==> src/rtl/a1_scaler.sv <==
// rtl/a1_scaler.sv - binary F-scaler chain with F-pulses, wrap carry and sticky SCAFAL watchdog
// Optional SCALER_PRESET_EN adds PRESET_LD/PRESET_VAL for loading the stage count directly.
module a1_scaler #(
   parameter int NSTAGES     = 32,
   parameter int WDOG_CYCLES = 4096
) (
   input  logic               SIM_CLK,
   input  logic               RESET_,
   input  logic               F01A,
   input  logic               SCAINH,
`ifdef SCALER_PRESET_EN
   input  logic               PRESET_LD,
   input  logic [NSTAGES-1:0] PRESET_VAL,
`endif
   output logic [NSTAGES-1:0] FS,
   output logic [NSTAGES-1:0] FP,
   output logic               CARRY,
   output logic               SCAFAL
);

   localparam int IW = $clog2(WDOG_CYCLES + 1);
   localparam logic [IW-1:0] IDLE_MAX  = IW'(WDOG_CYCLES);
   localparam logic [IW-1:0] IDLE_LAST = IW'(WDOG_CYCLES - 1);

   logic [NSTAGES-1:0] fs_inc;
   logic [NSTAGES-1:0] fs_next;
   logic [NSTAGES-1:0] fp_next;
   logic               carry_next;
   logic               advance;
   logic [IW-1:0]      idle_cnt;
   logic [IW-1:0]      idle_next;
   logic               scafal_next;

   assign advance = F01A & ~SCAINH;
   assign fs_inc  = FS + NSTAGES'(1);

   // Stages that rise on this update pulse; a wrap rises nothing and carries instead.
   always_comb begin
      fs_next    = FS;
      fp_next    = '0;
      carry_next = 1'b0;
`ifdef SCALER_PRESET_EN
      if (PRESET_LD) begin
         fs_next = PRESET_VAL;
      end else
`endif
      if (advance) begin
         fs_next    = fs_inc;
         fp_next    = fs_inc & ~FS;
         carry_next = &FS;
      end
   end

   // Inhibited strobes still prove the timer is alive, so the watchdog looks at raw F01A.
   always_comb begin
      idle_next   = idle_cnt;
      scafal_next = SCAFAL;
      if (F01A) begin
         idle_next = '0;
      end else if (idle_cnt != IDLE_MAX) begin
         idle_next = idle_cnt + IW'(1);
         if (idle_cnt == IDLE_LAST) begin
            scafal_next = 1'b1;
         end
      end
   end

   always_ff @(posedge SIM_CLK) begin
      if (!RESET_) begin
         FS       <= '0;
         FP       <= '0;
         CARRY    <= 1'b0;
         SCAFAL   <= 1'b0;
         idle_cnt <= '0;
      end else begin
         FS       <= fs_next;
         FP       <= fp_next;
         CARRY    <= carry_next;
         SCAFAL   <= scafal_next;
         idle_cnt <= idle_next;
      end
   end

endmodule

==> config.mk <==
export PLATFORM = sky130hd
export DESIGN_NAME = a1_scaler
export DESIGN_NICKNAME = d
export VERILOG_FILES = /design/src/rtl/a1_scaler.sv
export SDC_FILE = /design/constraint.sdc
export NUM_CORES = 1
export LEC_CHECK = 0
export ABC_CLOCK_PERIOD_IN_PS = 2840
export CORE_ASPECT_RATIO = 2
export CORE_MARGIN = 1
export CORE_UTILIZATION = 51
export DETAILED_ROUTE_END_ITERATION = 8
export GPL_ROUTABILITY_DRIVEN = 1
export PLACE_DENSITY = 0.91
export RECOVER_POWER = 100
export SLEW_MARGIN = 40
export SYNTH_ARGS = -nofsm -noshare
export SYNTH_HDL_FRONTEND = slang
export SYNTH_SLANG_ARGS = --single-unit
==> constraint.sdc <==
create_clock -name SIM_CLK -period 2.84 [get_ports SIM_CLK]
set_input_delay 0.852 -clock SIM_CLK [delete_from_list [all_inputs] [get_ports SIM_CLK]]
set_output_delay 0.852 -clock SIM_CLK [all_outputs]
set_load 0.005 [all_outputs]
==> flow_metrics.env <==
export IMPL_clk_latency_ns=0.33
export IMPL_post_cts_buffers=0
export IMPL_stdcell_area_um2=4570
export IMPL_synth_flop_cell="dfxtp_1"
export IMPL_synthToLayoutAreaGrowth_pct=28.2
export IMPL_place_hpwl_um=5610
export IMPL_synth_area_um2=3570
export IMPL_tns_ns=0
export IMPL_remaining_drc_errors=0
export IMPL_post_route_period_util_pct=81.4
export IMPL_cp_arrival_ns=2.58
export IMPL_endpoint_kind="flip-flop"
export IMPL_status="finished, final reports clean"
export IMPL_cts_root_buf="clkbuf_16"
export IMPL_grt_pass1_wl_um=12800
export IMPL_drtAntennaViolNets=0
export IMPL_num_nets_final=478
export IMPL_cp_required_ns=3.11
export IMPL_internal_power_uw=1970
export IMPL_synth_area_leaders="dfxtp_1 44%, ha_1 12%, o211a_1 8.7%, and3_1 6.1%, nand2_1 5.4%"
export IMPL_yosys_area_top_type="dfxtp_1"
export IMPL_power_switching_uw=531
export IMPL_critPathLaunchType="flip-flop"
export IMPL_hold_path_class="flip-flop to flip-flop"
export IMPL_dr_pass1_iters=5
export IMPL_synth_top_family_by_area="simple AND/OR/NAND/NOR gates"
export IMPL_diodes=0
export IMPL_drtIter0Drc=199
export IMPL_ir_drop_uv=607
export IMPL_fin_crit_ns=2.31
export IMPL_io_pins=70
export IMPL_p_comb_share_pct=6.8
export IMPL_die_w_um=61.1
export IMPL_ys_ff_latch=79
export IMPL_slew_headroom_pct=25.4
export IMPL_synth_net_count=419
export IMPL_seqPwrFrac_pct=47.0
export IMPL_synth_seq_area_share_pct=44.4
export IMPL_synth_edff_count=0
export IMPL_numCtsBuffers=9
export IMPL_wire_per_inst_um=14.6
export IMPL_power_uw=2500
export IMPL_grt_remaining_overflow=0
export IMPL_avgViaCountPerCell=5.52
export IMPL_gp_congestion=0.832
export IMPL_port_buffer_count=69
export IMPL_holdBufCountCts=0
export IMPL_core_um2=6670
export IMPL_yosys_area_share_simple_pct=23.7
export IMPL_rsz0062_at_grt="false"
export IMPL_pwr_share_clk_pct=46.1
export IMPL_htreeDepth=3
export IMPL_yosys_warnings=0
export IMPL_avgSynthCellArea_um2=9.36
export IMPL_clock_sinks=79
export IMPL_path_class="flip-flop to flip-flop"
export IMPL_async_flop_share_pct=0
export IMPL_p_leak_uw=0.00238
export IMPL_synthCells=381
export IMPL_final_common_cell="dfxtp_1"
export IMPL_yosysTopAreaCellShare_pct=44.4
export IMPL_start_util_pct=53.4
export IMPL_drive_gt1_share_pct=4.27
export IMPL_synthAdderAreaFrac_pct=11.9
export IMPL_skew_ns=0.00487
export IMPL_slew_viol_final=0
export IMPL_synth_xor_area_share_pct=0.737
export IMPL_max_freq_mhz=432
export IMPL_cts_buffer_depth=2
export IMPL_die_h_um=120
export IMPL_powerDensity_nw_per_um2=547
export IMPL_vias=2941
export IMPL_grt_pass1_vias=2826
export IMPL_most_common_layout_cells="79 x dfxtp_1, 67 x dlygate4sd3_1, 51 x nand2_1, 39 x inv_1, 35 x and3_1"
export IMPL_worst_path_max_fanout=9
export IMPL_synth_compound_area_share_pct=11.3
export IMPL_synth_mux_area_share_pct=1.12
export IMPL_wirelength_um=7800
export IMPL_finalHoldViolations=0
export IMPL_rows=42
export IMPL_grt_usage_pct=23.6
export IMPL_cap_violations=0
export IMPL_post_cts_resized=0
export IMPL_die_area_um2=7350
export IMPL_grt_max_degree=97
export IMPL_clk_pin_slew_ns=0.05
export IMPL_tightest_slew_ns=1.12
export IMPL_switching_share_pct=21.2
export IMPL_antenna_found_initial=0
export IMPL_cts_tree="built"
export IMPL_place_area_um2=4300
export IMPL_yosysUniqueCellTypes=32
export IMPL_setup_viol=0
power groups by stage:
stage	registers [uW]	logic [uW]	clock network [uW]
finish	1180	171	1150
global route	1180	191	1230
CTS	1180	186	1180
detailed placement	1200	184	0
global placement	1200	174	0
floorplan	1200	97.6	0
cell families after synthesis:
kind of cell               count (synthesis)
and+or+nand+nor                          153
DFF                                       79
buffers and inverters                     62
AOI/OAI and AO/OA                         46
adders and majority gates                 34
muxes                                      4
xor gates and xnor gates                   3
layout make-up:
| cell class | instances | area [um^2] |
|---|---|---|
| fill | 520 | 2100 |
| multi-input combinational | 240 | 1710 |
| sequential | 79 | 1580 |
| timing repair buffer | 71 | 711 |
| clock buffer | 13 | 270 |
| inverter | 39 | 146 |
| tap | 88 | 110 |
| clock inverter | 3 | 40.0 |
flip-flops by register name, summed over array words and instances (netlist names):
name and cells:
FP 32, idle_cnt 13, CARRY 1, FS 32, SCAFAL 1
per-stage QoR:
step	worst slack, ns	cells	hold slack, ns	util [%]
5_1_grt	0.421	533	0.502	68.5
6_report	0.528	533	0.471	68.5
3_3_place_gp	0.594	517	0.444	64.4
3_5_place_dp	0.531	517	0.470	64.4
2_1_floorplan	0.819	381	0.442	-
4_1_cts	0.497	533	0.478	69.0
path summary, 6_finish.rpt:
kind / startpoint / end / slack, ns / depth (start not counted)
setup / recovery: FS[0] / FS[18] / 0.53 / 7
hold / removal: SCAFAL / SCAFAL / 0.47 / 2
hold reg to reg: SCAFAL / SCAFAL / 0.47 / 2
setup reg to reg: FS[0] / FS[18] / 0.53 / 7
Yosys cell counts (3+ instances only):
cell / number
xor2_1: 3
a21oi_1: 6
buf_2: 4
dfxtp_1: 79
mux2i_1: 4
o21ai_0: 3
nand4_1: 6
or4_1: 5
o31ai_1: 3
clkbuf_1: 18
ha_1: 34
and4_1: 3
nor4_1: 7
and3_1: 35
inv_1: 39
nand3_1: 11
nand2_1: 51
nor2_1: 8
o211a_1: 31
nor3_1: 11
nor4_2: 3
critical path: stages, from the launching register on:
cell	delay, ns
dfxtp_1	0.45
ha_1	0.22
and3_1	0.23
nand4_1	0.44
nor3_1	0.37
ha_1	0.29
nand2_1	0.07
o211a_1	0.17
metal layers:
metal  track usage (%)  part of all wire (%)  up-vias
li1                  -                     -     1452
met1              22.1                    35     1389
met2              42.4                    57       82
met3              6.74                   5.1       18
met4              13.5                   3.2        0
met5                 0                     0        -
(Power assumes the default switching activity.)
